## config.mk

```make
export PLATFORM = sky130hd
export DESIGN_NAME = usb_rx_dpdm
export DESIGN_NICKNAME = d
export VERILOG_FILES = /design/src/rtl/usb_rx_pkg.sv /design/src/rtl/usb_rx_counter.sv /design/src/rtl/usb_sync_det.sv /design/src/rtl/usb_rx_dpdm.sv
export SDC_FILE = /design/constraint.sdc
export NUM_CORES = 1
export LEC_CHECK = 0
export ABC_CLOCK_PERIOD_IN_PS = 3950
export CAP_MARGIN = 20
export CORE_ASPECT_RATIO = 0.5
export CORE_MARGIN = 5
export CORE_UTILIZATION = 25
export CTS_BUF_LIST = sky130_fd_sc_hd__clkbuf_16
export DETAILED_ROUTE_END_ITERATION = 16
export SYNTH_ARGS = -nofsm -noshare
export SYNTH_HDL_FRONTEND = slang
export SYNTH_SLANG_ARGS = --single-unit
```

## constraint.sdc

```tcl
create_clock -name clk -period 3.95 [get_ports clk]
set_input_delay 0.9875 -clock clk [delete_from_list [all_inputs] [get_ports clk]]
set_output_delay 0.9875 -clock clk [all_outputs]
set_load 0.02 [all_outputs]
```

## src/rtl/usb_rx_pkg.sv

```systemverilog
// usb_rx_pkg: shared line-symbol encodings, receive mode and state enums,
// and default packet-length constants for the DP/DM receive decoder.
package usb_rx_pkg;

    // Line states as sampled {DP,DM}
    localparam logic [1:0] SYM_J   = 2'b10;
    localparam logic [1:0] SYM_K   = 2'b01;
    localparam logic [1:0] SYM_SE0 = 2'b00;

    typedef enum logic [1:0] {
        RX_NONE   = 2'd0,
        RX_TOKEN  = 2'd1,
        RX_DATA   = 2'd2,
        RX_HSHAKE = 2'd3
    } rx_mode_t;

    typedef enum logic [2:0] {
        IDLE  = 3'd0,
        SYNC  = 3'd1,
        DATA  = 3'd2,
        EOP2  = 3'd3,
        EOP3  = 3'd4,
        ERROR = 3'd5
    } rx_state_t;

    localparam int DEF_SYNC_LEN    = 8;
    localparam int DEF_DATA_BITS   = 88;
    localparam int DEF_TOKEN_BITS  = 24;
    localparam int DEF_HSHAKE_BITS = 8;
    localparam int DEF_TIMEOUT_CYC = 1023;

    // Largest of three lengths; sizes the shared payload bit counter
    function automatic int max3(input int a, input int b, input int c);
        int m;
        m = (a > b) ? a : b;
        return (m > c) ? m : c;
    endfunction

endpackage

```

## src/rtl/usb_rx_counter.sv

```systemverilog
// usb_rx_counter: generic up-counter with synchronous clear (clear wins
// over increment) and asynchronous active-low reset.
module usb_rx_counter #(
    parameter int W = 8
) (
    input  logic         clk,
    input  logic         rst_n,
    input  logic         clr_i,
    input  logic         inc_i,
    output logic [W-1:0] cnt_o
);

    logic [W-1:0] cnt_q;
    logic [W-1:0] cnt_d;

    // Next count: clear has priority, otherwise step when asked
    always_comb begin
        cnt_d = cnt_q;
        if (clr_i) begin
            cnt_d = '0;
        end else if (inc_i) begin
            cnt_d = cnt_q + W'(1);
        end
    end

    // Count register
    always_ff @(posedge clk or negedge rst_n) begin
        if (!rst_n) begin
            cnt_q <= '0;
        end else begin
            cnt_q <= cnt_d;
        end
    end

    assign cnt_o = cnt_q;

endmodule

```

## src/rtl/usb_sync_det.sv

```systemverilog
// usb_sync_det: SYNC pattern matcher. Tracks how many SYNC symbols have
// matched so far (the first K is matched by the caller on start_i) and
// reports a match of the final symbol or any mismatch.
// Pattern: K,J,K,J,...,K,K -- alternating from K, last two both K.
module usb_sync_det #(
    parameter int SYNC_LEN = 8
) (
    input  logic clk,
    input  logic rst_n,
    input  logic start_i,            // first K seen, begin counting at 1
    input  logic active_i,           // in SYNC state and not aborted
    input  logic sym_k_i,
    input  logic sym_j_i,
    output logic sync_match_last_o,
    output logic sync_fail_o
);

    localparam int CW = $clog2(SYNC_LEN);
    localparam logic [CW-1:0] LAST_IDX = CW'(SYNC_LEN - 1);

    logic [CW-1:0] sync_cnt_q;
    logic [CW-1:0] sync_cnt_d;
    logic          is_last;
    logic          expect_k;
    logic          match;

    assign is_last  = (sync_cnt_q == LAST_IDX);
    // Even positions and the final position expect K, odd positions J
    assign expect_k = is_last || !sync_cnt_q[0];
    assign match    = expect_k ? sym_k_i : sym_j_i;

    assign sync_match_last_o = active_i && match && is_last;
    assign sync_fail_o       = active_i && !match;

    // Advance on each matched symbol, clear whenever SYNC is left
    always_comb begin
        sync_cnt_d = '0;
        if (start_i) begin
            sync_cnt_d = CW'(1);
        end else if (active_i && match && !is_last) begin
            sync_cnt_d = sync_cnt_q + CW'(1);
        end
    end

    // Symbol position register
    always_ff @(posedge clk or negedge rst_n) begin
        if (!rst_n) begin
            sync_cnt_q <= '0;
        end else begin
            sync_cnt_q <= sync_cnt_d;
        end
    end

endmodule

```

## src/rtl/usb_rx_dpdm.sv

```systemverilog
// usb_rx_dpdm: receive-side DP/DM line decoder. Detects SYNC, converts
// J/K symbols to bits with a valid strobe for a mode-selected payload
// length, then checks the SE0,SE0,J end-of-packet.
// Optional build macro USB_RX_TIMEOUT_EN adds an armed-idle receive
// timeout; without it rx_timeout is constant 0.
module usb_rx_dpdm
    import usb_rx_pkg::*;
#(
    parameter int SYNC_LEN    = DEF_SYNC_LEN,
    parameter int DATA_BITS   = DEF_DATA_BITS,
    parameter int TOKEN_BITS  = DEF_TOKEN_BITS,
    parameter int HSHAKE_BITS = DEF_HSHAKE_BITS,
    parameter int TIMEOUT_CYC = DEF_TIMEOUT_CYC
) (
    input  logic       clk,
    input  logic       rst_n,
    input  logic [1:0] bus_in,
    input  logic       enable,
    input  logic [1:0] rx_mode,
    input  logic       abort,
    input  logic       err_ack,
    output logic       s_out,
    output logic       s_valid,
    output logic       start_nrzi,
    output logic       end_nrzi,
    output logic       got_sync,
    output logic       eop_error,
    output logic       rx_timeout
);

    localparam int MAX_BITS = max3(DATA_BITS, TOKEN_BITS, HSHAKE_BITS);
    localparam int BW       = $clog2(MAX_BITS + 1);

    // Reject illegal parameter sets at elaboration time
    if (SYNC_LEN < 4 || SYNC_LEN > 32 || (SYNC_LEN % 2) != 0 || TIMEOUT_CYC < 2) begin : g_bad_params
        $error("usb_rx_dpdm: illegal SYNC_LEN or TIMEOUT_CYC");
    end

    rx_state_t      state_q;
    rx_state_t      state_d;
    logic [BW-1:0]  total_bits_q;
    logic [BW-1:0]  total_bits_d;
    logic [BW-1:0]  bit_cnt;

    logic sym_j;
    logic sym_k;
    logic sym_x;
    logic sync_start;
    logic sync_last;
    logic sync_fail;
    logic bit_inc;

    logic s_out_c;
    logic s_valid_c;
    logic start_c;
    logic end_c;
    logic eop_c;

    // The bus is ignored while our own transmitter drives it
    assign sym_j = !enable && (bus_in == SYM_J);
    assign sym_k = !enable && (bus_in == SYM_K);
    assign sym_x = !enable && (bus_in == SYM_SE0);

    usb_sync_det #(
        .SYNC_LEN (SYNC_LEN)
    ) u_sync_det (
        .clk               (clk),
        .rst_n             (rst_n),
        .start_i           (sync_start),
        .active_i          ((state_q == SYNC) && !abort),
        .sym_k_i           (sym_k),
        .sym_j_i           (sym_j),
        .sync_match_last_o (sync_last),
        .sync_fail_o       (sync_fail)
    );

    // Payload bit counter: steps on each received bit, cleared otherwise
    usb_rx_counter #(
        .W (BW)
    ) u_bit_cnt (
        .clk   (clk),
        .rst_n (rst_n),
        .clr_i (!bit_inc),
        .inc_i (bit_inc),
        .cnt_o (bit_cnt)
    );

    // Next-state and Mealy output decode from state plus current sample
    always_comb begin
        state_d      = state_q;
        total_bits_d = total_bits_q;
        sync_start   = 1'b0;
        bit_inc      = 1'b0;
        s_out_c      = 1'b0;
        s_valid_c    = 1'b0;
        start_c      = 1'b0;
        end_c        = 1'b0;
        eop_c        = 1'b0;
        if (abort) begin
            // Abort overrides everything; only the held error flag remains visible
            state_d = IDLE;
            eop_c   = (state_q == ERROR);
        end else begin
            case (state_q)
                IDLE: begin
                    if (sym_k && (rx_mode != RX_NONE)) begin
                        state_d    = SYNC;
                        sync_start = 1'b1;
                        case (rx_mode)
                            RX_TOKEN:  total_bits_d = BW'(TOKEN_BITS);
                            RX_DATA:   total_bits_d = BW'(DATA_BITS);
                            default:   total_bits_d = BW'(HSHAKE_BITS);
                        endcase
                    end
                end
                SYNC: begin
                    if (sync_last) begin
                        state_d = DATA;
                        start_c = 1'b1;
                    end else if (sync_fail) begin
                        state_d = IDLE;
                    end
                end
                DATA: begin
                    if (bit_cnt != total_bits_q) begin
                        if (sym_k || sym_j) begin
                            s_valid_c = 1'b1;
                            s_out_c   = sym_j;
                            bit_inc   = 1'b1;
                        end else begin
                            eop_c   = 1'b1;
                            state_d = ERROR;
                        end
                    end else begin
                        end_c = 1'b1;
                        if (sym_x) begin
                            state_d = EOP2;
                        end else begin
                            eop_c   = 1'b1;
                            state_d = ERROR;
                        end
                    end
                end
                EOP2: begin
                    if (sym_x) begin
                        state_d = EOP3;
                    end else begin
                        eop_c   = 1'b1;
                        state_d = ERROR;
                    end
                end
                EOP3: begin
                    if (sym_j) begin
                        state_d = IDLE;
                    end else begin
                        eop_c   = 1'b1;
                        state_d = ERROR;
                    end
                end
                ERROR: begin
                    eop_c = 1'b1;
                    if (err_ack) begin
                        state_d = IDLE;
                    end
                end
                default: begin
                    state_d = IDLE;
                end
            endcase
        end
    end

    // State and latched payload length
    always_ff @(posedge clk or negedge rst_n) begin
        if (!rst_n) begin
            state_q      <= IDLE;
            total_bits_q <= '0;
        end else begin
            state_q      <= state_d;
            total_bits_q <= total_bits_d;
        end
    end

    assign s_out      = s_out_c;
    assign s_valid    = s_valid_c;
    assign start_nrzi = start_c;
    assign got_sync   = start_c;
    assign end_nrzi   = end_c;
    assign eop_error  = eop_c;

`ifdef USB_RX_TIMEOUT_EN
    localparam int TW = $clog2(TIMEOUT_CYC + 1);

    logic [TW-1:0] to_cnt;
    logic          to_inc;
    logic          to_hit;
    logic          rx_timeout_q;
    logic          rx_timeout_d;

    // Count only while armed and staying idle; restart after each expiry
    assign to_inc       = (state_q == IDLE) && (state_d == IDLE) && (rx_mode != RX_NONE) && !abort;
    assign to_hit       = to_inc && (to_cnt == TW'(TIMEOUT_CYC - 1));
    assign rx_timeout_d = to_hit;

    usb_rx_counter #(
        .W (TW)
    ) u_to_cnt (
        .clk   (clk),
        .rst_n (rst_n),
        .clr_i (!to_inc || to_hit),
        .inc_i (to_inc),
        .cnt_o (to_cnt)
    );

    // Registered one-cycle timeout pulse
    always_ff @(posedge clk or negedge rst_n) begin
        if (!rst_n) begin
            rx_timeout_q <= 1'b0;
        end else begin
            rx_timeout_q <= rx_timeout_d;
        end
    end

    assign rx_timeout = rx_timeout_q;
`else
    assign rx_timeout = 1'b0;
`endif

endmodule

```

Word level (Yosys, flattened, before mapping)
Cells that the tools add are included.
Widths: inputs -> output; s select.
- add/subtract/negate cells: 2
- reduce and logical (&&, ||, !) cells: 21
- multiplexer cells: 39
- equality and inequality tests: 15
- bitwise operators: 1
- operator list (operator ; count):
    $mux 3 ; 11
    $mux 1 ; 24
    $pmux 3 s6 ; 1
    $pmux 7 s2 ; 1
    $eq 3x3->1 const B ; 3
    $logic_and 1x1->1 ; 9
    $ne 4x4->1 const B ; 2
    $add 7x1->7 const B ; 1
    $mux 7 ; 1
    $ne 7x7->1 ; 1
    $eq 3x2->1 const B ; 2
    $ne 3x3->1 const B ; 2
    $logic_not 1->1 ; 5
    $eq 2x1->1 const B ; 2
    $eq 2x2->1 const B ; 2
    $pmux 1 s4 ; 1
    $reduce_and 4->1 ; 1
    $add 3x1->3 const B ; 1
    $eq 3x1->1 const B ; 1
    $logic_not 3->1 ; 1
    $reduce_and 3->1 ; 1
    $logic_not 2->1 ; 1
    $logic_or 1x1->1 ; 2
    $reduce_bool 2->1 ; 1
    $not 1->1 ; 1
- register bits after elaboration: 20
- word-level logic and storage cells: 82
- output and inout port bits: 7

Logic depth before layout (Yosys ltp)
Gate-level depths: netlist (run 1).
- word-level depth: 9
- mapped depth: 7
- mapped depth without buffers: 7

Cells and area by module
Synthesis (run 1) repeated with hierarchy kept, for this count alone.
- cells, all modules: 121
- area total of the unflattened synthesis: 1131.1 um^2
- modules (own cells, without submodules) (module ; area each (um^2) ; cells an instance ; instances ; sequential area each (um^2)):
    usb_rx_dpdm ; 641.9 ; 76 ; 1 ; 150.1
    usb_rx_counter ; 307.8 ; 29 ; 1 ; 175.2
    usb_sync_det ; 181.4 ; 16 ; 1 ; 75.1

Worst setup path after synthesis (run 1)
No wires, ideal clock.
- path type: input to output
- start: input enable
- end: output start_nrzi
- required time: 2963 ps
- slack: 871 ps
- arrival: 2092 ps
- stages: 4
- path through: clkbuf_2 -> nand3b_1 -> nor3_1 -> buf_4
- word-level cells in the longest chain between the ends: 8
- RTL lines (what ; RTL line ; source):
    from (decl) ; usb_rx_dpdm.sv:18 ; input logic enable,
    $logic_not 1->1 * ; usb_rx_dpdm.sv:60, usb_rx_dpdm.sv:61 ;
    $logic_and 1x1->1 (on tied branches) ; usb_rx_dpdm.sv:60, usb_rx_dpdm.sv:61 ;
    $mux 1 * ; usb_sync_det.sv:30 ; assign match = expect_k ? sym_k_i : sym_j_i;
    $logic_and 1x1->1 * (2 in series) ; usb_sync_det.sv:32 ; assign sync_match_last_o = active_i && match && is_last;
    $mux 1 * ; usb_rx_dpdm.sv:117 ; if (sync_last) begin
    $mux 1 * ; usb_rx_dpdm.sv:104 ; case (state_q)
    $mux 1 * ; usb_rx_dpdm.sv:99 ; if (abort) begin
    to (decl) ; usb_rx_dpdm.sv:24 ; output logic start_nrzi,
Every way passes the cells marked *; elsewhere a longest branch is shown, timed or not.

Worst setup path after layout (run 1)
- start: input bus_in[1]
- end: output s_valid
- word-level cells in the longest chain between the ends: 7
- RTL lines (what ; RTL line ; source):
    from (decl) ; usb_rx_dpdm.sv:17 ; input logic [1:0] bus_in,
    $eq 2x1->1 / $eq 2x2->1 (equally long branches) ; usb_rx_dpdm.sv:61, usb_rx_dpdm.sv:60 ;
    $logic_and 1x1->1 (on tied branches) ; usb_rx_dpdm.sv:61, usb_rx_dpdm.sv:60 ;
    $logic_or 1x1->1 * ; usb_rx_dpdm.sv:126 ; if (sym_k || sym_j) begin
    $mux 1 * ; usb_rx_dpdm.sv:126 ;
    $mux 1 * ; usb_rx_dpdm.sv:125 ; if (bit_cnt != total_bits_q) begin
    $mux 1 * ; usb_rx_dpdm.sv:104 ;
    $mux 1 * ; usb_rx_dpdm.sv:99 ;
    to (decl) ; usb_rx_dpdm.sv:23 ; output logic s_valid,
Marks and branches as above.

==> results of run 1 <==
## cells by family (layout without fill, tap and decap cells)
logic type	after synthesis	in the layout	synth area share (%)
compound gates	18	18	11.4
xor+xnor	9	9	8.98
fa+ha+maj	6	6	6.65
buf+inv	10	27	5.43
flops	16	16	35.5
mux	4	4	4.21
other cells	1	1	0.332
simple gates	49	49	27.5
## synth_stat cells
| cell type | count |
|---|---|
| nand3b_1 | 1 |
| nor3b_4 | 1 |
| nor3_2 | 2 |
| nor3_1 | 4 |
| o21ai_0 | 5 |
| nor2b_1 | 1 |
| o2111ai_4 | 1 |
| and3_2 | 1 |
| and2b_2 | 1 |
| a21oi_1 | 5 |
| ha_1 | 6 |
| mux2_2 | 2 |
| nand3_1 | 3 |
| nand3_4 | 1 |
| clkbuf_2 | 1 |
| conb_1 | 1 |
| nand4_1 | 1 |
| mux2_4 | 1 |
| nor2_1 | 14 |
| xnor2_1 | 3 |
| o31ai_1 | 1 |
| xor2_1 | 3 |
| buf_4 | 2 |
| o22ai_1 | 1 |
| xnor2_2 | 3 |
| nand2b_2 | 1 |
| or2b_2 | 1 |
| nand2b_1 | 5 |
| a211oi_1 | 2 |
| nand4_4 | 1 |
| o311ai_0 | 1 |
| and2_1 | 3 |
| inv_1 | 5 |
| nand2_1 | 5 |
| dfrtp_1 | 16 |
| nor3b_1 | 1 |
| or3_1 | 1 |
| o21a_1 | 2 |
| and4_1 | 1 |
| buf_6 | 2 |
| mux2i_1 | 1 |
## worst paths after layout
check                                   start                       end  slack [ns]  depth (start not counted)
max                                 bus_in[1]                   s_valid        0.12                          6
min                        u_bit_cnt.cnt_o[0]        u_bit_cnt.cnt_o[0]        0.49                          1
max reg2reg                u_bit_cnt.cnt_o[0]                state_q[0]        2.07                          8
min reg2reg                u_bit_cnt.cnt_o[0]        u_bit_cnt.cnt_o[0]        0.49                          1
max in group asynchronous               rst_n  u_sync_det.sync_cnt_q[0]        2.32                          1
min in group asynchronous               rst_n        u_bit_cnt.cnt_o[2]        1.18                          1
## per-stage QoR
step	area, um^2	total power [uW]	hold WS [ns]	instances
after floorplan	1130	279	0.452	113
final	1410	493	0.492	187
after global placement	1330	299	0.482	183
after detailed placement	1330	300	0.486	183
after global routing	1410	518	0.517	187
after CTS	1410	499	0.493	187
## state kept, by name, summed over array words and instances (netlist names)
register	flops
total_bits_q	3
u_sync_det.sync_cnt_q	3
state_q	3
u_bit_cnt.cnt_o	7
## cell usage in the layout (no fill, tap or decap), drive strengths merged, types with 2 or more instances in the layout
master         instances
clkdlybuf4s50         13
xor2                   3
inv                    5
nand3                  4
o21ai                  5
mux2                   3
a211oi                 2
nand2                  5
nor2                  14
a21oi                  5
o21a                   2
nand2b                 6
xnor2                  6
nand4                  2
and2                   3
dfrtp                 16
nor3b                  2
ha                     6
buf                    4
nor3                   6
clkbuf                 3
## layer usage
layer / track usage, % / wire, um
met5: 0 / 0
met4: 2.19 / 12
met3: 2.60 / 106
met2: 13.9 / 1050
met1: 10.1 / 1110
## power by group through the flow
stage          combinational (uW)  sequential (uW)  clock [uW]
2_1_floorplan                84.2              195           0
3_3_place_gp                 92.8              206           0
3_5_place_dp                 93.6              206           0
4_1_cts                      95.1              203         201
5_1_grt                       103              206         208
6_report                     94.9              203         195
## cell type report
cell class,count,area share [%]
Clock inverter,1,0.265
Inverter,5,1.33
Multi-Input combinational cell,87,47.5
Clock buffer,3,5.31
Tap cell,57,5.04
Timing Repair Buffer,18,12.2
Sequential cell,16,28.3
## what timing repair did
action                                  in CTS  in global routing
endpoints found under the setup margin       0                  1
setup buffers                                0                  0
gates resized for setup                      0                  2
hold buffers                                 0                  0
==> flow_metrics.tcl, run 1 <==
set metrics [dict create \
    worst-slew-pin-transition_ns 0.721 \
    crit_arrival_ns 2.84 \
    clk_pin_slew_ns 0.05 \
    endpoint_kind "primary output" \
    nets 146 \
    path_class "input pin to primary output" \
    setup_viol 0 \
    yosys.area.top_type "dfrtp_1" \
    start_util_pct 25.8 \
    postLayoutCoreUtil_pct 32.3 \
    pre_cts_ws_ns 0.126 \
    antenna_found_initial 0 \
    htreeDepth 1 \
    slowest_delay_ns 0.61 \
    drt_iter0_drc 39 \
    grt-ovfl-total 0 \
    rsz0062_at_grt "false" \
    insertion_delay_ns 0.24 \
    power_leakage_uw 0.000599 \
    clock_path_buffers 2 \
    powerDensity_nw_per_um2 349 \
    cts.root.buffer_cell "clkbuf_16" \
    multi_input_area_um2 672 \
    chipHeight_um 57.5 \
    seqCellArea_um2 400 \
    vias_per_cell 4.41 \
    clock-skew-final_ns 0.00118 \
    first_global_vias 863 \
    fin_crit_sh_pct 96.9 \
    globalplace.congestion 0.751 \
    crit_family "buffers and inverters" \
    seqPwrFrac_pct 41.2 \
    cts_sinks 16 \
    required_ns 2.96 \
    critical-path-slowest-cell "clkdlybuf4s50_1" \
    first_pass_iters 4 \
    synthToLayoutAreaGrowth_pct 25.3 \
    seq_area_frac_synth_pct 35.5 \
    grt_usage_pct 8.15 \
    io_pins 16 \
    avgSynthCellArea_um2 9.99 \
    antenna_cells 0 \
    postSynthCellCount 113 \
    cts_buffers 3 \
    io_buffers 14 \
    cp.buffers_inverters 3 \
    ys.warnings.count 0 \
    cts_tree "built" \
    fin_ws_ns 0.123 \
    fmax_mhz 261 \
    hold_viol 0 \
    drv_slew 0 \
    status "complete, no violations" \
    post-route-min-period_ns 3.83 \
    dieArea_um2 6040 \
    yosysTopAreaCellShare_pct 35.5 \
    crit_top_cell "clkdlybuf4s50_1" \
    max_cap_violations 0 \
    synth.distinct_cells 41 \
    crit_path_start_kind "input pin" \
    p_sw_uw 129 \
    crit_chain "clkdlybuf4s50_1, nand2b_1, a21oi_1, nand3_4, inv_1, clkdlybuf4s50_1" \
    grt_max_degree 17 \
    core_um2 4380 \
    ys_ff_latch 16 \
    totalWireLength_um 2280 \
    antenna_left 0 \
    grt_pass1_wl_um 4030 \
    vdd_ir_drop_max_mv 0.128 \
    wl_per_cell_um 12.2 \
    netlist_area_um2 1130 \
    netSwitchingFraction_pct 26.2 \
    slew_headroom_pct 51.8 \
    internal_power_uw 364 \
    power_frac_clock_pct 39.6 \
    p_comb_share_pct 19.2 \
    synth_nets 128 \
    std_cell_rows 17 \
    synth_area_leaders "dfrtp_1 (35%), ha_1 (6.7%), nor2_1 (4.7%)" \
    drc 0 \
    crit_fanout 7 \
    tns_ns 0 \
    fill_cells 446 \
    die_w_um 105 \
    num_vias 824 \
    dp.final_hpwl_um 1780 \
    drive_gt1_share_pct 18.5 \
    hold_path.class "flop to flop" \
]
(Power assumes the default switching activity.)
==> run 2, diff against run 1 <==
--- a/config.mk
+++ b/config.mk
@@ -5,7 +5,6 @@
 export SDC_FILE = /design/constraint.sdc
 export NUM_CORES = 1
 export LEC_CHECK = 0
-export ABC_CLOCK_PERIOD_IN_PS = 3950
 export CAP_MARGIN = 20
 export CORE_ASPECT_RATIO = 0.5
 export CORE_MARGIN = 5
==> results of run 2 <==
Final layout, timing and power as in run 1 (identical DEF).
==> run 3, diff against run 2 <==
--- a/config.mk
+++ b/config.mk
@@ -7,10 +7,11 @@
 export LEC_CHECK = 0
 export CAP_MARGIN = 20
 export CORE_ASPECT_RATIO = 0.5
-export CORE_MARGIN = 5
+export CORE_MARGIN = 2
 export CORE_UTILIZATION = 25
 export CTS_BUF_LIST = sky130_fd_sc_hd__clkbuf_16
 export DETAILED_ROUTE_END_ITERATION = 16
+export MAX_ROUTING_LAYER = met4
 export SYNTH_ARGS = -nofsm -noshare
 export SYNTH_HDL_FRONTEND = slang
 export SYNTH_SLANG_ARGS = --single-unit
==> constraint.sdc (replaced) <==
create_clock -name clk -period 3.15 [get_ports clk]
set_input_delay 0.7875 -clock clk [delete_from_list [all_inputs] [get_ports clk]]
set_output_delay 0.7875 -clock clk [all_outputs]
set_load 0.02 [all_outputs]
==> flow_metrics.tcl, run 3 (synthesized netlist as in run 1, its figures left out) <==
set metrics [dict create \
    nets 154 \
    hold_viol 0 \
    clk_pin_slew_ns 0.05 \
    post-route-min-period_ns 3.04 \
    io_pins 16 \
    holdWs_ns 0.493 \
    cts_buffers 3 \
    cts_tree "built" \
    final_common_cell "dfrtp_1" \
    slew_headroom_pct 51.9 \
    num_vias 867 \
    worst-slew-pin-transition_ns 0.720 \
    drive_gt1_share_pct 22.5 \
    antenna_left 0 \
    antenna_found_initial 0 \
    antenna_cells 0 \
    largest_register_ffs 7 \
    totalWireLength_um 2220 \
    slowest_delay_ns 0.49 \
    ctsHoldBuffers 0 \
    drt_iter0_drc 7 \
    rsz0062_at_grt "false" \
    power_leakage_uw 0.000657 \
    drc 0 \
    clock_path_buffers 2 \
    crit_family "buffers and inverters" \
    die_w_um 99.0 \
    cts.root.buffer_cell "clkbuf_16" \
    dieArea_um2 5100 \
    first_pass_iters 3 \
    r2r_end "state_q[0]" \
    vias_per_cell 4.45 \
    grtUsageMet1_pct 13.9 \
    grt-ovfl-total 0 \
    fmax_mhz 329 \
    htreeDepth 1 \
    holdCritStartpoint "u_bit_cnt.cnt_o[0]" \
    core_um2 4360 \
    endpoint_kind "primary output" \
    fill_cells 448 \
    powerDensity_nw_per_um2 424 \
    holdPathStages 1 \
    wl_per_cell_um 11.4 \
    hold_end "u_bit_cnt.cnt_o[0]" \
    final_cell_mix "dfrtp_1 (16), nor2_1 (14), buf_4 (12)" \
    hold_path.class "flop to flop" \
    synthToLayoutAreaGrowth_pct 29.7 \
    clock-skew-final_ns 0.00251 \
    crit_chain "clkdlybuf4s50_1, nand2b_1, a21oi_1, nand3_4, inv_1, dlygate4sd2_1" \
    required_ns 2.36 \
    cp.buffers_inverters 3 \
    rrSetupSlack_ns 1.25 \
    fin_cells 195 \
    setup_viol 0 \
    r2r-start "u_bit_cnt.cnt_o[0]" \
    reg2regPathDepth 8 \
    globalplace.congestion 0.775 \
    cts_sinks 16 \
    chipHeight_um 51.5 \
    crit_fanout 6 \
    drv_slew 0 \
    critical-path-slowest-cell "clkdlybuf4s50_1" \
    grt_pass1_wl_um 3800 \
    grt_usage_pct 10.0 \
    max_cap_violations 0 \
    crit_arrival_ns 2.25 \
    insertion_delay_ns 0.24 \
    std_cell_rows 17 \
    grt_use_met2_pct 14.1 \
    grt_max_degree 17 \
    dp.final_hpwl_um 1740 \
    first_global_vias 774 \
    place_inst 191 \
    vdd_ir_drop_max_mv 0.182 \
    start_util_pct 25.9 \
    fin_crit_sh_pct 96.5 \
    path_class "input pin to primary output" \
    top_usage_layer "met2" \
    crit_path_start_kind "input pin" \
    status "complete, no violations" \
    io_buffers 14 \
    use_met3_pct 1.61 \
]
[run 3: layer usage]
layer	routed length, um	share of wire (%)
met5	0	0
met3	38	1.7
met2	940	42
met4	49	2.2
met1	1190	54
[run 3: worst max path at each step]
stage	start	endpoint	slack, ns	cells past startpoint
after floorplan	enable	start_nrzi	0.47	4
after global placement	bus_in[0]	eop_error	-0.17	6
after detailed placement	bus_in[0]	eop_error	-0.19	6
after CTS	abort	end_nrzi	0.01	5
after global routing	bus_in[1]	s_valid	0.005	6
final	bus_in[0]	s_valid	0.11	6
[run 3: power breakdown]
part,switching (uW),leakage [uW],total [uW],internal [uW]
sequential,30.4,0.000216,254,224
combinational,53.3,0.000403,123,69.3
clock,75.9,0.0000385,244,168
total,160,0.000657,621,462
[run 3: what timing repair did]
action                                  in CTS  in global routing
gates resized for setup                      5                  2
cloned                                       0                  0
buffers inserted                             0                  0
endpoints found under the setup margin       5                  2
[run 3: final cells by class]
class                           instances  area, um^2  share of cell area (%)
Multi-Input combinational cell         87         667                    45.6
Tap cell                               57        71.3                    4.87
Clock buffer                            3        75.1                    5.13
Timing Repair Buffer                   26         228                    15.6
Sequential cell                        16         400                    27.4
Clock inverter                          1        3.75                   0.256
Inverter                                5        18.8                    1.28
[run 3: worst reg2reg max path, stage by stage (launching register included)]
cell and delay (ns):
dfrtp_1 0.41, inv_1 0.07, ha_1 0.15, nor3b_4 0.22, nand4_4 0.20, nand3_4 0.12
buf_4 0.17, o2111ai_4 0.13, mux2_4 0.31
[run 3: per-stage QoR]
stage	utilization [%]	instance area (um^2)	TNS [ns]	power, uW	worst slack, ns
4_1_cts	33.5	1460	0	629	0.0111
6_report	33.6	1460	0	621	0.109
2_1_floorplan	-	1130	0	350	0.471
3_5_place_dp	31.8	1390	-0.750	381	-0.186
5_1_grt	33.6	1460	0	658	0.00523
3_3_place_gp	31.8	1390	-0.722	379	-0.172
==> edit 1: new RTL, flow settings as in run 3 <==
The package constant `DEF_SYNC_LEN` goes from 8 to 4.
--- a/src/rtl/usb_rx_pkg.sv
+++ b/src/rtl/usb_rx_pkg.sv
@@ -23,7 +23,7 @@
         ERROR = 3'd5
     } rx_state_t;
 
-    localparam int DEF_SYNC_LEN    = 8;
+    localparam int DEF_SYNC_LEN    = 4;
     localparam int DEF_DATA_BITS   = 88;
     localparam int DEF_TOKEN_BITS  = 24;
     localparam int DEF_HSHAKE_BITS = 8;
Function: changed (a bounded check fails within 4 cycles, from zero or initial values and one cycle with rst_n low).
==> edit 1 against run 3 <==
- wire length down 1.8%
- critical path depth down 2
- worst hold slack worse by 4.0 ps
- final area down 2.3%
- largest power group is now the clock network
- highest routed layer unchanged
- clock power down 2%
- worst setup slack worse by 46 ps
- count of clock-buffer cells in the layout unchanged
- combinational power down 39%
- largest cell class unchanged
- total power down 16%
- synthesized area down 11%
- critical path type unchanged
- sequential cell count down 1
- register-to-register slack worse by 350 ps
==> edit 1: results (changes against run 3) <==
Slowest-stage cell, CP=or3b_2; peak supply drop=0.000162 V (-11%); clk_skew=1.58 ps (-0.927 ps); worst-margin pin slew=696 ps (-23.2 ps); synth unique cells=41 (unchanged); sequential fraction of the synthesis area=37.2% (+1.7 points); Final Cycle Share=98.0% (+1.4 points); leak pwr=0.623 nW (-5.2%); Inserted Clock Buffers=3 (unchanged); Final GP Congestion=0.819 (+5.7%); Reg clk slew, reported paths=50 ps (about the same); # port buffers=14 (unchanged); Fillers=386 (-14%); max incr delay on CP=520 ps (+30 ps); crit path launch=enable; Async SR Flop Fraction=100% (unchanged); pre-CTS setup slack=-552 ps (-367 ps); Clk Latency, worst-skew pair=240 ps (about the same); Mapped Nets=122 (-4.7%); H-tree depth=1 (unchanged); Synth warnings=0 (unchanged); worst-path fanout max=3 (-3); Iter 0 DRT Violations=45 (+38); vias in the first global route=854 (+10%); initial antenna violation count=0 (unchanged); GRT Overall Usage=10.6% (+0.52 points); synth top area cells=dfrtp_1, ha_1, nor2_1; Nets=153 (-0.65%); reg2reg setup slack=900 ps (-350 ps); routed len/inst=11.4 um (+0.25%); worst reg2reg path depth=6 (-2); Hold Crit Class=reg -> reg; detailed-route via count=857 (-1.2%); status=finished clean; pin count of the biggest net entering global routing=16 (-1); hpwl dp=1640 um (-5.9%); commonest cells in the netlist=dfrtp_1, nor2_1, inv_1; Slew Viols, Final=0 (unchanged); Post-CTS Setup Repair Bufs=0 (unchanged); max reg flops=7 (unchanged); n_diodes=0 (unchanged); layout cells sized above 1=29.2% (+6.7 points); TritonRoute pass-1 iters=4 (+1); Setup crit end=start_nrzi; reg2reg end=state_q[0]; clock root cell=clkbuf_16; first-pass GRT wire length=3720 um (-2.2%); reg2reg start=u_bit_cnt.cnt_o[0]; CTS Buffer Depth=2 (unchanged); Top FF cell, synth=dfrtp_1
==> edit 1: changes by cell type after synthesis, moves of 3 or more <==
cell     delta
a21oi_1     -3
inv_1       +3
nor3_1      -3
xnor2_2     -3
or3b_2      +3
nor4b_1     +3
==> edit 1: repair_timing <==
item                       in CTS  in global routing
setup endpoints to repair       6                  3
resized for setup              20                  6
hold buffers                    0                  0
pin swaps                       1                  0
==> edit 1: worst max-delay path: cells and delay by family <==
family	cells	cell delay, ps
buf+inv	2	650
compound gates	1	340
simple gates	1	520
==> edit 1: stage by stage <==
step | hold slack, ps | area [um2] | setup TNS (ps) | instances | utilization, %
after floorplan | 455 | 1010 | 0 | 107 | -
after global placement | 479 | 1320 | -2110 | 187 | 34.1
after detailed placement | 480 | 1320 | -2110 | 187 | 34.1
after CTS | 493 | 1420 | 0 | 191 | 36.6
after global routing | 531 | 1430 | 0 | 191 | 36.8
final | 489 | 1430 | 0 | 191 | 36.8
==> edit 1: cell families (layout without fill, tap and decap cells) <==
| family | Yosys count | count (layout) | synth area share (%) |
|---|---|---|---|
| buffers and inverters | 13 | 43 | 5.71 |
| muxes | 2 | 2 | 2.23 |
| DFF | 15 | 15 | 37.2 |
| other | 1 | 1 | 0.372 |
| and+or+nand+nor | 45 | 45 | 27.0 |
| AOI/OAI and AO/OA | 17 | 17 | 13.0 |
| xor gates and xnor gates | 8 | 8 | 6.95 |
| adders and majority gates | 6 | 6 | 7.44 |
==> edit 1: how the worst min path moves through the flow <==
stage | start | end | slack [ps] | cells after the start
after floorplan | total_bits_q[3] | total_bits_q[3] | 450 | 1
after global placement | total_bits_q[3] | total_bits_q[3] | 480 | 1
after detailed placement | total_bits_q[3] | total_bits_q[3] | 480 | 1
after CTS | total_bits_q[3] | total_bits_q[3] | 490 | 1
after global routing | u_sync_det.sync_cnt_q[0] | u_sync_det.sync_cnt_q[0] | 530 | 1
final | total_bits_q[3] | total_bits_q[3] | 490 | 1
==> edit 1: layout make-up <==
cell class | count | area [um2] | share of cell area (%)
Multi-Input combinational cell | 79 | 623 | 43.6
Sequential cell | 15 | 375 | 26.2
Timing Repair Buffer | 31 | 255 | 17.8
Clock buffer | 3 | 75.1 | 5.25
Tap cell | 54 | 67.6 | 4.72
Inverter | 8 | 30.0 | 2.10
Clock inverter | 1 | 3.75 | 0.262
==> edit 1: power by group <==
group	leakage, nW	switching (mW)	internal, mW
Clock	0.0423	0.0710	0.168
Sequential	0.202	0.00624	0.203
Combinational	0.379	0.0349	0.0400
Total	0.623	0.112	0.411
==> edit 1: metal layers <==
layer	vias up	GRT usage, %	share of wire, %
li1	438	-	-
met1	393	13.4	48
met2	24	16.8	48
met3	2	1.39	3.9
met4	0	5.07	0.64
met5	-	-	0
==> edit 2: new RTL, settings of run 3 <==
Made on the original files. Put a register stage on the outputs `got_sync` and `eop_error`, without a reset. The values now appear one clock later. The other outputs are not delayed to match.
--- a/src/rtl/usb_rx_dpdm.sv
+++ b/src/rtl/usb_rx_dpdm.sv
@@ -184,9 +184,11 @@
     assign s_out      = s_out_c;
     assign s_valid    = s_valid_c;
     assign start_nrzi = start_c;
-    assign got_sync   = start_c;
     assign end_nrzi   = end_c;
-    assign eop_error  = eop_c;
+    always_ff @(posedge clk) begin
+        got_sync  <= start_c;
+        eop_error <= eop_c;
+    end
 
 `ifdef USB_RX_TIMEOUT_EN
     localparam int TW = $clog2(TIMEOUT_CYC + 1);
Behaviour: not the same (Yosys sat finds a counterexample within 10 cycles, from zero or initial values and one cycle with rst_n low).
==> edit 2 against run 3 <==
- sequential cell count grew 2
- synthesized cell count shrank 5.3%
- final cell count shrank 2.1%
- count of clock-buffer cells in the layout is the same
- total power shrank 8.5%
- final area shrank 2.1%
- register-to-register slack lost 320 ps
- global-route usage grew 1.7 points
- wire length grew 3.1%
- synthesized area shrank 6.2%
- worst setup slack lost 12 ps
- fmax shrank 0.40%
- clock skew shrank 1.4 ps
- largest power group is now the clock network
==> edit 2: results (changes against run 3) <==
status=finished clean; wl on met1=1100 um (-8.0%); sequential fraction of the synthesis area=41.6% (+6.1 points); cell area after placement=1360 um2 (-2.3%); Post-Layout Cell Count=191 (-2.1%); layout cells sized above 1=21.2% (-1.3 points); peak supply drop=0.000149 V (-18%); met1 Use GR=16.2% (+2.3 points); GR Util met3=2.91% (+1.3 points); first-pass GRT wire length=4150 um (+9.3%); Top Layer Used=met4; synth unique cells=42 (+2.4%); Slowest-stage cell, CP=clkdlybuf4s50_1; Nets=153 (-0.65%); grt met2 use=16.8% (+2.7 points); via/cell ratio=4.52 (+1.7%); commonest cells in the netlist=dfrtp_1, nor2_1, ha_1; hold wc startpoint=total_bits_q[3]; pin count of the biggest net entering global routing=17 (unchanged); hpwl dp=1790 um (+3.1%); TritonRoute pass-1 iters=4 (+1); met2 WL post-DR=1040 um (+11%); vias in the first global route=890 (+15%); WP data arrival=2270 ps (+20 ps); met3 WL=119 um (+210%); Hold Crit Class=reg -> reg; Inserted Clock Buffers=3 (unchanged); worst-margin pin slew=728 ps (+8.03 ps); Iter 0 DRT Violations=26 (+19); clock root cell=clkbuf_16; worst-case hold slack=490 ps (-3.71 ps); leak pwr=0.634 nW (-3.5%); switch share=21.5% (-4.2 points); Async SR Flop Fraction=88.9% (-11 points); Worst Hold Endpoint=total_bits_q[3]; routed len/inst=12.0 um (+5.2%); max incr delay on CP=410 ps (-80 ps); cells after synthesis=107 (-5.3%); Top FF cell, synth=dfrtp_1; # port buffers=14 (unchanged); Reg clk slew, reported paths=50 ps (about the same); worst-path fanout max=2 (-4); reg2reg setup slack=930 ps (-320 ps); Setup WS post-layout=96.9 ps (-12.1 ps); clk_skew=1.12 ps (-1.39 ps); synth top area cells=dfrtp_1, ha_1, nor2_1; Final GP Congestion=0.912 (+18%); Mapped Nets=122 (-4.7%); GRT Overall Usage=11.7% (+1.7 points); pre-CTS setup slack=-492 ps (-306 ps); H-tree depth=1 (unchanged); reg2reg end=state_q[1]; reg2reg start=u_bit_cnt.cnt_o[1]; crit path launch=bus_in[1]; # Max-Cap Violations=0 (unchanged); Fillers=396 (-12%)
[edit 2: changes by cell type in the layout (fill, tap and decap cells not counted), sizes merged, moves of 3 or more]
cell         change
xnor2            -3
buf              +4
dlygate4sd2      -3
nor2b            +3
nand2b           -5
o21ai            -4
nor3             -5
nor4             +3
[edit 2: cell type report]
type / instances / area, um2 / area share [%]
clock buffers: 3 / 75.1 / 5.24
clock inverters: 1 / 3.75 / 0.262
inverters: 5 / 21.3 / 1.48
multi-input cells: 81 / 579 / 40.4
flip-flops and latches: 18 / 440 / 30.7
well taps: 54 / 67.6 / 4.71
repair buffers: 29 / 246 / 17.2
[edit 2: critical path: cells and delay by family]
| kind | cells | cell delay (ps) |
|---|---|---|
| simple gates | 2 | 740 |
| compound gates | 1 | 150 |
| buf+inv | 3 | 600 |
[edit 2: power by group through the flow]
| stage | combinational [mW] | clock, mW | sequential [mW] |
|---|---|---|---|
| finish | 0.0705 | 0.249 | 0.248 |
| global route | 0.0785 | 0.269 | 0.250 |
| CTS | 0.0715 | 0.258 | 0.248 |
| detailed placement | 0.0707 | 0 | 0.252 |
| global placement | 0.0704 | 0 | 0.252 |
| floorplan | 0.0392 | 0 | 0.250 |
[edit 2: kinds of logic after synthesis]
logic type	after synthesis	synth area share (%)
adder cells (fa/ha/maj)	6	7.09
AO/OA/AOI/OAI	14	9.22
multiplexers	3	3.07
other	1	0.354
flip-flops	18	41.6
buffers and inverters	8	4.14
XOR/XNOR	8	6.62
AND/OR/NAND/NOR	49	27.9
[edit 2: repair_timing]
item | 4_1_cts | 5_1_grt
hold endpoints to repair | 0 | 0
gates resized for setup | 9 | 4
endpoints found under the setup margin | 4 | 3
setup buffers | 0 | 0
pin swaps | 0 | 1
